--- src/rtl/k2_ctrl_pkg.sv ---
// k2_ctrl_pkg
//   Shared types and sizes for the K2 run controller slice.
//   run_state_t : controller sequence IDLE -> LOAD -> IDLE -> RUN -> DONE
//   PROG_DEPTH  : number of program bytes (16)
//   PROG_AW     : program address width (4)
//   INST_W      : instruction width (8)
package k2_ctrl_pkg;

  typedef enum logic [1:0] {
    IDLE = 2'd0,
    LOAD = 2'd1,
    RUN  = 2'd2,
    DONE = 2'd3
  } run_state_t;

  localparam int PROG_DEPTH = 16;
  localparam int PROG_AW    = 4;
  localparam int INST_W     = 8;

endpackage

--- src/rtl/k2_prog_mem.sv ---
// k2_prog_mem
//   16x8 program store that stands in for the K2 fixed ROM.
//   clk, rst_n : clock and asynchronous active-low clear (all bytes -> 8'h00)
//   we         : write enable, samples waddr/wdata on the rising clock edge
//   waddr      : write address
//   wdata      : write data
//   raddr      : read address (driven by the processor's fetch address)
//   rdata      : read data, combinational, zero latency
module k2_prog_mem
  import k2_ctrl_pkg::*;
(
  input  logic               clk,
  input  logic               rst_n,
  input  logic               we,
  input  logic [PROG_AW-1:0] waddr,
  input  logic [INST_W-1:0]  wdata,
  input  logic [PROG_AW-1:0] raddr,
  output logic [INST_W-1:0]  rdata
);

  logic [INST_W-1:0] mem_q [PROG_DEPTH];
  logic [INST_W-1:0] mem_d [PROG_DEPTH];

  // Next memory image: unchanged except for the addressed byte on a write.
  always_comb begin
    mem_d = mem_q;
    if (we) begin
      mem_d[waddr] = wdata;
    end
  end

  // Storage; reset wipes the whole program so a fresh core sees NOPs.
  always_ff @(posedge clk or negedge rst_n) begin
    if (!rst_n) begin
      for (int i = 0; i < PROG_DEPTH; i++) begin
        mem_q[i] <= '0;
      end
    end else begin
      mem_q <= mem_d;
    end
  end

  // Fetches behave like the ROM they replace: pure combinational lookup.
  assign rdata = mem_q[raddr];

endmodule

--- src/rtl/k2_run_controller.sv ---
// k2_run_controller
//   Loads a program into the K2 program memory, releases the core from reset
//   to run it, captures every change of the core's Ro output, and stops the
//   core after OUT_COUNT captures or MAX_CYCLES run cycles.
//   clk, rst_n                      : clock, asynchronous active-low reset
//   load_start/valid/data/last      : program byte stream in
//   load_ready                      : a byte is accepted this cycle
//   start, abort                    : run control pulses
//   core_rst_n                      : registered active-low reset to the core
//   fetch_addr, fetch_inst          : instruction fetch port of the core
//   core_ro                         : core Ro output
//   result_valid, result_data       : captured Ro value and its one-cycle strobe
//   busy, done, timeout             : status
module k2_run_controller
  import k2_ctrl_pkg::*;
#(
  parameter int BITS       = 8,
  parameter int OUT_COUNT  = 10,
  parameter int MAX_CYCLES = 1000
) (
  input  logic               clk,
  input  logic               rst_n,
  input  logic               load_start,
  input  logic               load_valid,
  input  logic [INST_W-1:0]  load_data,
  input  logic               load_last,
  output logic               load_ready,
  input  logic               start,
  input  logic               abort,
  output logic               core_rst_n,
  input  logic [PROG_AW-1:0] fetch_addr,
  output logic [INST_W-1:0]  fetch_inst,
  input  logic [BITS-1:0]    core_ro,
  output logic               result_valid,
  output logic [BITS-1:0]    result_data,
  output logic               busy,
  output logic               done,
  output logic               timeout
);

  localparam int               CYC_W     = $clog2(MAX_CYCLES + 1);
  localparam logic [CYC_W-1:0] CYC_LIMIT = CYC_W'(MAX_CYCLES);
  localparam logic [7:0]       OUT_LIMIT = 8'(OUT_COUNT);

  run_state_t         state_q, state_d;
  logic [PROG_AW-1:0] wr_ptr_q, wr_ptr_d;
  logic               prog_loaded_q, prog_loaded_d;
  logic [7:0]         out_cnt_q, out_cnt_d;
  logic [CYC_W-1:0]   cyc_cnt_q, cyc_cnt_d;
  logic [BITS-1:0]    prev_ro_q, prev_ro_d;
  logic [BITS-1:0]    result_data_q, result_data_d;
  logic               result_valid_q, result_valid_d;
  logic               timeout_q, timeout_d;
  logic               core_rst_n_q, core_rst_n_d;
  logic               mem_we;

  k2_prog_mem u_prog_mem (
    .clk   (clk),
    .rst_n (rst_n),
    .we    (mem_we),
    .waddr (wr_ptr_q),
    .wdata (load_data),
    .raddr (fetch_addr),
    .rdata (fetch_inst)
  );

  // Sequencing, load pointer, run counters and Ro change capture.
  // load_start always beats start; abort always beats any completion.
  always_comb begin
    state_d        = state_q;
    wr_ptr_d       = wr_ptr_q;
    prog_loaded_d  = prog_loaded_q;
    out_cnt_d      = out_cnt_q;
    cyc_cnt_d      = cyc_cnt_q;
    prev_ro_d      = prev_ro_q;
    result_data_d  = result_data_q;
    result_valid_d = 1'b0;
    timeout_d      = timeout_q;
    mem_we         = 1'b0;

    unique case (state_q)
      IDLE, DONE: begin
        if (load_start) begin
          state_d   = LOAD;
          wr_ptr_d  = '0;
          timeout_d = 1'b0;
        end else if (start && prog_loaded_q) begin
          state_d   = RUN;
          cyc_cnt_d = '0;
          out_cnt_d = '0;
          prev_ro_d = '0;
          timeout_d = 1'b0;
        end
      end

      LOAD: begin
        if (abort) begin
          state_d       = IDLE;
          prog_loaded_d = 1'b0;
        end else if (load_valid) begin
          mem_we   = 1'b1;
          wr_ptr_d = wr_ptr_q + PROG_AW'(1);
          // Leaving LOAD after the last slot guarantees no 17th byte lands.
          if (load_last || (wr_ptr_q == PROG_AW'(PROG_DEPTH - 1))) begin
            state_d       = IDLE;
            prog_loaded_d = 1'b1;
          end
        end
      end

      RUN: begin
        if (abort) begin
          state_d = IDLE;
        end else begin
          cyc_cnt_d = cyc_cnt_q + CYC_W'(1);
          if (core_ro != prev_ro_q) begin
            prev_ro_d      = core_ro;
            result_data_d  = core_ro;
            result_valid_d = 1'b1;
            out_cnt_d      = out_cnt_q + 8'd1;
          end
          if (out_cnt_d == OUT_LIMIT) begin
            state_d   = DONE;
            timeout_d = 1'b0;
          end else if (cyc_cnt_d == CYC_LIMIT) begin
            state_d   = DONE;
            timeout_d = 1'b1;
          end
        end
      end

      default: state_d = IDLE;
    endcase

    // The core runs exactly while the controller sits in RUN.
    core_rst_n_d = (state_d == RUN);
  end

  // State and registered outputs; reset pulls the core back into reset at once.
  always_ff @(posedge clk or negedge rst_n) begin
    if (!rst_n) begin
      state_q        <= IDLE;
      wr_ptr_q       <= '0;
      prog_loaded_q  <= 1'b0;
      out_cnt_q      <= '0;
      cyc_cnt_q      <= '0;
      prev_ro_q      <= '0;
      result_data_q  <= '0;
      result_valid_q <= 1'b0;
      timeout_q      <= 1'b0;
      core_rst_n_q   <= 1'b0;
    end else begin
      state_q        <= state_d;
      wr_ptr_q       <= wr_ptr_d;
      prog_loaded_q  <= prog_loaded_d;
      out_cnt_q      <= out_cnt_d;
      cyc_cnt_q      <= cyc_cnt_d;
      prev_ro_q      <= prev_ro_d;
      result_data_q  <= result_data_d;
      result_valid_q <= result_valid_d;
      timeout_q      <= timeout_d;
      core_rst_n_q   <= core_rst_n_d;
    end
  end

  assign load_ready   = (state_q == LOAD);
  assign busy         = (state_q == LOAD) || (state_q == RUN);
  assign done         = (state_q == DONE);
  assign core_rst_n   = core_rst_n_q;
  assign result_valid = result_valid_q;
  assign result_data  = result_data_q;
  assign timeout      = timeout_q;

endmodule

--- config.mk ---
export PLATFORM = sky130hd
export DESIGN_NAME = k2_run_controller
export DESIGN_NICKNAME = d
export VERILOG_FILES = /design/src/rtl/k2_ctrl_pkg.sv /design/src/rtl/k2_prog_mem.sv /design/src/rtl/k2_run_controller.sv
export SDC_FILE = /design/constraint.sdc
export NUM_CORES = 1
export LEC_CHECK = 0
export CAP_MARGIN = 0
export CORE_MARGIN = 2
export CORE_UTILIZATION = 54
export DETAILED_ROUTE_END_ITERATION = 12
export PLACE_DENSITY_LB_ADDON = 0.12
export SYNTH_ARGS = -nofsm -noshare
export SYNTH_HDL_FRONTEND = slang
export SYNTH_HIERARCHICAL = 1
export SYNTH_SLANG_ARGS = --single-unit
export TNS_END_PERCENT = 5
--- constraint.sdc ---
create_clock -name clk -period 2.4 [get_ports clk]
set_clock_uncertainty 0.15 [all_clocks]
set_input_delay 0.48 -clock clk [delete_from_list [all_inputs] [get_ports clk]]
set_output_delay 0.48 -clock clk [all_outputs]
set_load 0.02 [all_outputs]
Word-level counts from Yosys, hierarchy flattened. Index checks and enable logic that the tools add are counted.

Register bits after elaboration: 172. Input bits: 27. Output and inout port bits: 22. Logic and storage cells: 116.

Add/subtract/negate cells: 3. $lt $le $gt $ge: 3. Equal/unequal tests: 17. Muxes and demuxes: 48. Bitwise gates (word level): 3. Reduce and logical (&&, ||, !) cells: 16.

Operators with widths (count): bitwise mux 128 bit (1); two-way mux 8 bit (11); binary-select mux 8 bit (select 4 bit) (1); demux 8 bit (select 4 bit) (1); one-hot mux 8 bit (2 select lines) (2); two-way mux 10 bit (3); one-hot mux 10 bit (2 select lines) (1); two-way mux 2 bit (8); two-way mux 1 bit (14); != test 2 bit, second input constant (7); two-way mux 4 bit (3); AND reduction 4 bit (3); adder 10 x 1 -> 10 bit, second input constant (1); equality test 10 bit, second input constant (1); >= comparator 5 bit, second input constant (2); inverter 4 -> 5 bit (2); adder 8 x 1 -> 8 bit, second input constant (1); equality test 8 x 4 -> 1 bit, second input constant (1); != test 8 bit (1); one-hot mux 4 bit (2 select lines) (1); nonzero test 2 bit (4); equality test 2 bit, second input constant (3); != test 3 bit, second input constant (2); one-hot mux 2 bit (3 select lines) (1); other kinds (12) (15).

Longest topological paths before layout.
Word-level depth: 9. Mapped depth: 9. Mapped depth without buffers: 8.

By module. The synthesis kept the hierarchy.

Modules (own cells, without submodules): k2_prog_mem (instances 1, cells each 365, area an instance 5870.6 um^2, sequential area each 3203.1 um^2); k2_run_controller (instances 1, cells each 268, area an instance 2503.7 um^2, sequential area each 1101.1 um^2).

Least setup slack after synthesis. No wires, ideal clock.

Kind: register to register. Start point: reg state_q[1]. End point: reg u_prog_mem/mem_q[40] in the netlist's numbering. Library setup time: 125 ps. Arrival: 2368 ps. Required time: 2125 ps. Path slack: -243 ps. Cell stages (with the launch flop): 9. Path buffers: 1. Cell sequence: dfrtp_1 -> inv_1 -> ha_1 -> clkbuf_1 -> nand2_1 -> nor2_1 -> nand2_1 -> nor3_2 -> mux2_2.

Longest elaborated chain between the ends: 2.

RTL lines: start, declared (line k2_run_controller.sv:45) `run_state_t state_q, state_d;`; start signal, assigned (line k2_run_controller.sv:153) `state_q <= state_d;`; equality test 2 x 1 -> 1 bit; net load_ready (line k2_run_controller.sv:27) `output logic load_ready,`; two-way mux 1 bit (line k2_run_controller.sv:81) `unique case (state_q)`; net mem_we (line k2_run_controller.sv:55) `logic mem_we;`; end signal, assigned (line k2_prog_mem.sv:39) `mem_q <= mem_d;`; end, declared (line k2_prog_mem.sv:21) `logic [INST_W-1:0] mem_q [PROG_DEPTH];`.

The timed path passes the listed nets, and every way through them passes these cells. A chain may end at the register's enable or synchronous reset.

Final worst setup path.
Start point: reg u_prog_mem/mem_q[98] in the netlist's numbering. End point: out fetch_inst[2].

Longest elaborated chain between the ends: 3.

RTL lines: binary-select mux 8 bit (select 4 bit) (line k2_prog_mem.sv:44) `assign rdata = mem_q[raddr];`; two-way mux 8 bit (not written as such) (2 in a row) (line k2_prog_mem.sv:44); end, declared (line k2_run_controller.sv:32) `output logic [INST_W-1:0] fetch_inst,`.

No other way between the ends. The select of a mux whose other input is x is not followed.

==> results.md <==
* Status: finished with violations
* Failing checks: negative setup slack
* Die Area at ~0.017 mm^2
* DRC viols at 0
* Wire per inst at between 20 and 25 um
* Number of buffers created by CTS at 17
* Period minus WS final at 2406 ps
* Critical path fanouts, max at 2
* Post-Syn Area at approximately 0.0084 mm^2
* R2R depth at 10
* Via count at 5,553
* Via density at 6.010
* Row count at 45
* Worst Path Buf+Inv at 1
* CTS H-tree depth at 4
* Syn Inst Count at roughly 630
* Min-Delay Path Class: input port to async pin
* Syn_nets at between 600 and 700
* Proportion of layout cells with a drive suffix above 1 at 0.4266
* Yosys warnings at 6
* Type of the worst setup path: flip-flop to output pin
* Remaining antenna violation count at 0
* Nets at 756
* Max Cap Viol at 0
* Fin Setup TNS at -5.549 ps
* RSZ-0062 raised after global routing: true
* CTS tree: built
* CP max stage delay at roughly 480 ps
* Overflow after GRT at 0
* Root Driver: clkbuf_16
* IO Pins at 49
* CP Capture Type: output pin
* Worst r2r dst: u_prog_mem/mem_q[44]
* Pwr/cell area at 863.0 mW/mm^2
* Peak supply drop at 0.0005667 V
* Max clock buf depth at 2
* Crit path arrival time at 1780 ps
* Worst Tran Pin Value at 632.0 ps
* Ys flop type: dfrtp_1
* Die width at 128.5 um
* HPWL after detailed placement at 12,950 um
* Worst-path clk slew at 60 ps
* Worst slew margin at 0.5773
* Die H at 128.5 um
* Num Clock Sinks at 172
* Area after DPL at approximately 0.0096 mm^2
* Buffers added on ports at 48
* Yosys cell types at 57
* Tcrit/Tclk final at 1.002
* Sequential fraction of the synthesis area at 0.5140
* Final hold vios at 0
* Fin area at 0.01024 mm^2
* Initial Util at 0.5509
* Leakage power at 0.004698 uW
* Largest net degree at the start of global routing at 66
* Final Worst Setup Slack at -5.549 ps
* Post-synthesis register bit count at 172
* Asr flop ratio synth at 1.000
* Total GRT Usage at 0.2478
* Layout filler cell count at 1,134
* Placeable Area at 0.01520 mm^2
* Peak Freq at 415.7 MHz
* Slew Limit Fails at 0
* DR iter-0 viols at 339
* Cell family with most CP delay: multiplexers
* Drt total wl at 19,190 um
* Worst-Skew Late Latency at ~420 ps
* Worst Path Required at 1770 ps
* EDFF count, synth at 0
* Setup crit start: u_prog_mem/mem_q[98]
* Slowest CP cell: mux4_2
* Worst R2R Setup Slack at 100 ps
* Vias in the first global route at 5,707
* Worst R2R Start: state_q[1]
* Initial antenna violation count at 0
* Final setup fails at 1
* Gpl congestion at 0.8643
* Diode count at 0
* First-pass GRT wire length at 31,040 um
* Critical path, cell by cell: mux4_2, a22oi_2, nand2_1, buf_2
* Mean post-synth cell area at roughly 13 um^2
* Crit start category: flip-flop
* Area growth syn-to-layout at 22.34%
* Pre-Repair DR Iteration Count at 7
## layer usage
layer / vias up / part of all wire / global-route usage
met5: - / 0 / 0
met4: 0 / 0.024 / 0.09015
met3: 35 / 0.040 / 0.04782
met2: 130 / 0.52 / 0.4299
met1: 2851 / 0.42 / 0.3125
li1: 2537 / - / -
## placed cells by master (no fill, tap or decap), drive strengths merged, types with 2 or more instances in the layout
cell           instances
nor4                   3
clkbuf                23
and2                   4
nor2b                  3
o31ai                  7
ha                     6
dlygate4sd2            3
a21oi                 11
a21o                   3
xor2                  10
clkdlybuf4s50         33
nand3                 12
mux4                  32
a22o                   5
clkinvlp               4
nand2                 48
nor3b                  3
nand2b                 7
clkinv                 5
dfrtp                172
and3                   3
inv                   11
nor2                  23
mux2                 136
o2bb2ai                2
o41ai                  4
o21ai                 35
a22oi                 16
buf                   68
nor3                  10
or3                    4
nand4                  5
nand3b                 3
a31oi                  5
nor4b                  2
## registers in the layout, summed over array words and instances, names as in the netlist
name              count
u_prog_mem/mem_q    128
out_cnt_q             8
core_rst_n            1
state_q               2
timeout               1
prev_ro_q             8
wr_ptr_q              4
prog_loaded_q         1
result_data           8
cyc_cnt_q            10
result_valid          1
## how the worst max path moves through the flow
stage	cells past startpoint	slack, ps	endpoint
finish	4	-6	fetch_inst[2]
global route	4	-70	fetch_inst[2]
CTS	7	-20	fetch_inst[1]
detailed placement	5	-760	fetch_inst[2]
global placement	6	-680	fetch_inst[4]
floorplan	5	-4	fetch_inst[1]
## through the flow
| stage | setup WS [ps] | std cells | power (uW) | hold WS, ps | util |
|---|---|---|---|---|---|
| final | -5.549 | 924 | 8841 | 339.3 | 0.6739 |
| after global routing | -65.13 | 924 | 9297 | 356.9 | 0.6739 |
| after CTS | -19.83 | 920 | 8872 | 336.1 | 0.6667 |
| after detailed placement | -757.3 | 887 | 6334 | 218.4 | 0.6292 |
| after global placement | -677.9 | 887 | 6216 | 216.3 | 0.6292 |
| after floorplan | -3.941 | 633 | 5368 | 34.41 | - |
## power breakdown
group | total, uW | switching (uW) | internal (uW)
combinational | 2410 | 1170 | 1250
sequential | 3880 | 419 | 3460
clock | 2550 | 1170 | 1390
## synthesized netlist by cell type (all sizes together) (2+ instances only)
library cell	count	area, um^2
o41ai	4	42.55
nand4	5	31.28
inv	8	30.03
o2bb2ai	2	17.52
dfrtp	172	4304
nand3	12	60.06
a21o	3	22.52
nor2b	3	18.77
buf	17	110.1
a22oi	16	120.1
nor3	10	85.08
a22o	5	45.04
mux4	32	720.7
and3	3	18.77
nor3b	3	22.52
clkbuf	21	80.07
nor2	23	101.4
a21oi	11	58.81
o31ai	7	52.55
nor4	3	63.81
mux2	136	1531
xor2	10	87.58
nand3b	3	22.52
nand2b	7	58.81
a31oi	5	31.28
o21ai	35	193.9
nor4b	2	17.52
or3	4	25.02
and2	4	25.02
nand2	48	180.2
ha	6	75.07
## what timing repair did
action                                 in CTS  in global routing
setup endpoints to repair                  10                  9
hold buffers                                1                  0
pin swaps                                   3                  7
setup buffers                               0                  2
gates cloned                                0                  2
endpoints found under the hold margin      24                  0
resized for setup                          52                 14
## cell type report
class / count / area, um^2 / share of cell area
multi-input cells: 415 / 3961 / 0.3867
inverters: 8 / 30.03 / 0.002931
repair buffers: 109 / 1169 / 0.1141
well taps: 188 / 235.2 / 0.02296
clock buffers: 20 / 456.7 / 0.04458
flip-flops and latches: 172 / 4304 / 0.4201
clock inverters: 12 / 88.84 / 0.008671
## cells by family after synthesis
| family | Yosys count | share of synthesized area |
|---|---|---|
| multiplexers | 169 | 0.2701 |
| flip-flops | 172 | 0.5140 |
| buffers and inverters | 46 | 0.02630 |
| AND/OR/NAND/NOR | 133 | 0.09084 |
| AO/OA/AOI/OAI | 97 | 0.07934 |
| adder cells (fa/ha/maj) | 6 | 0.008964 |
| XOR/XNOR | 10 | 0.01046 |
Note: power is estimated with default switching activity, not from simulation.
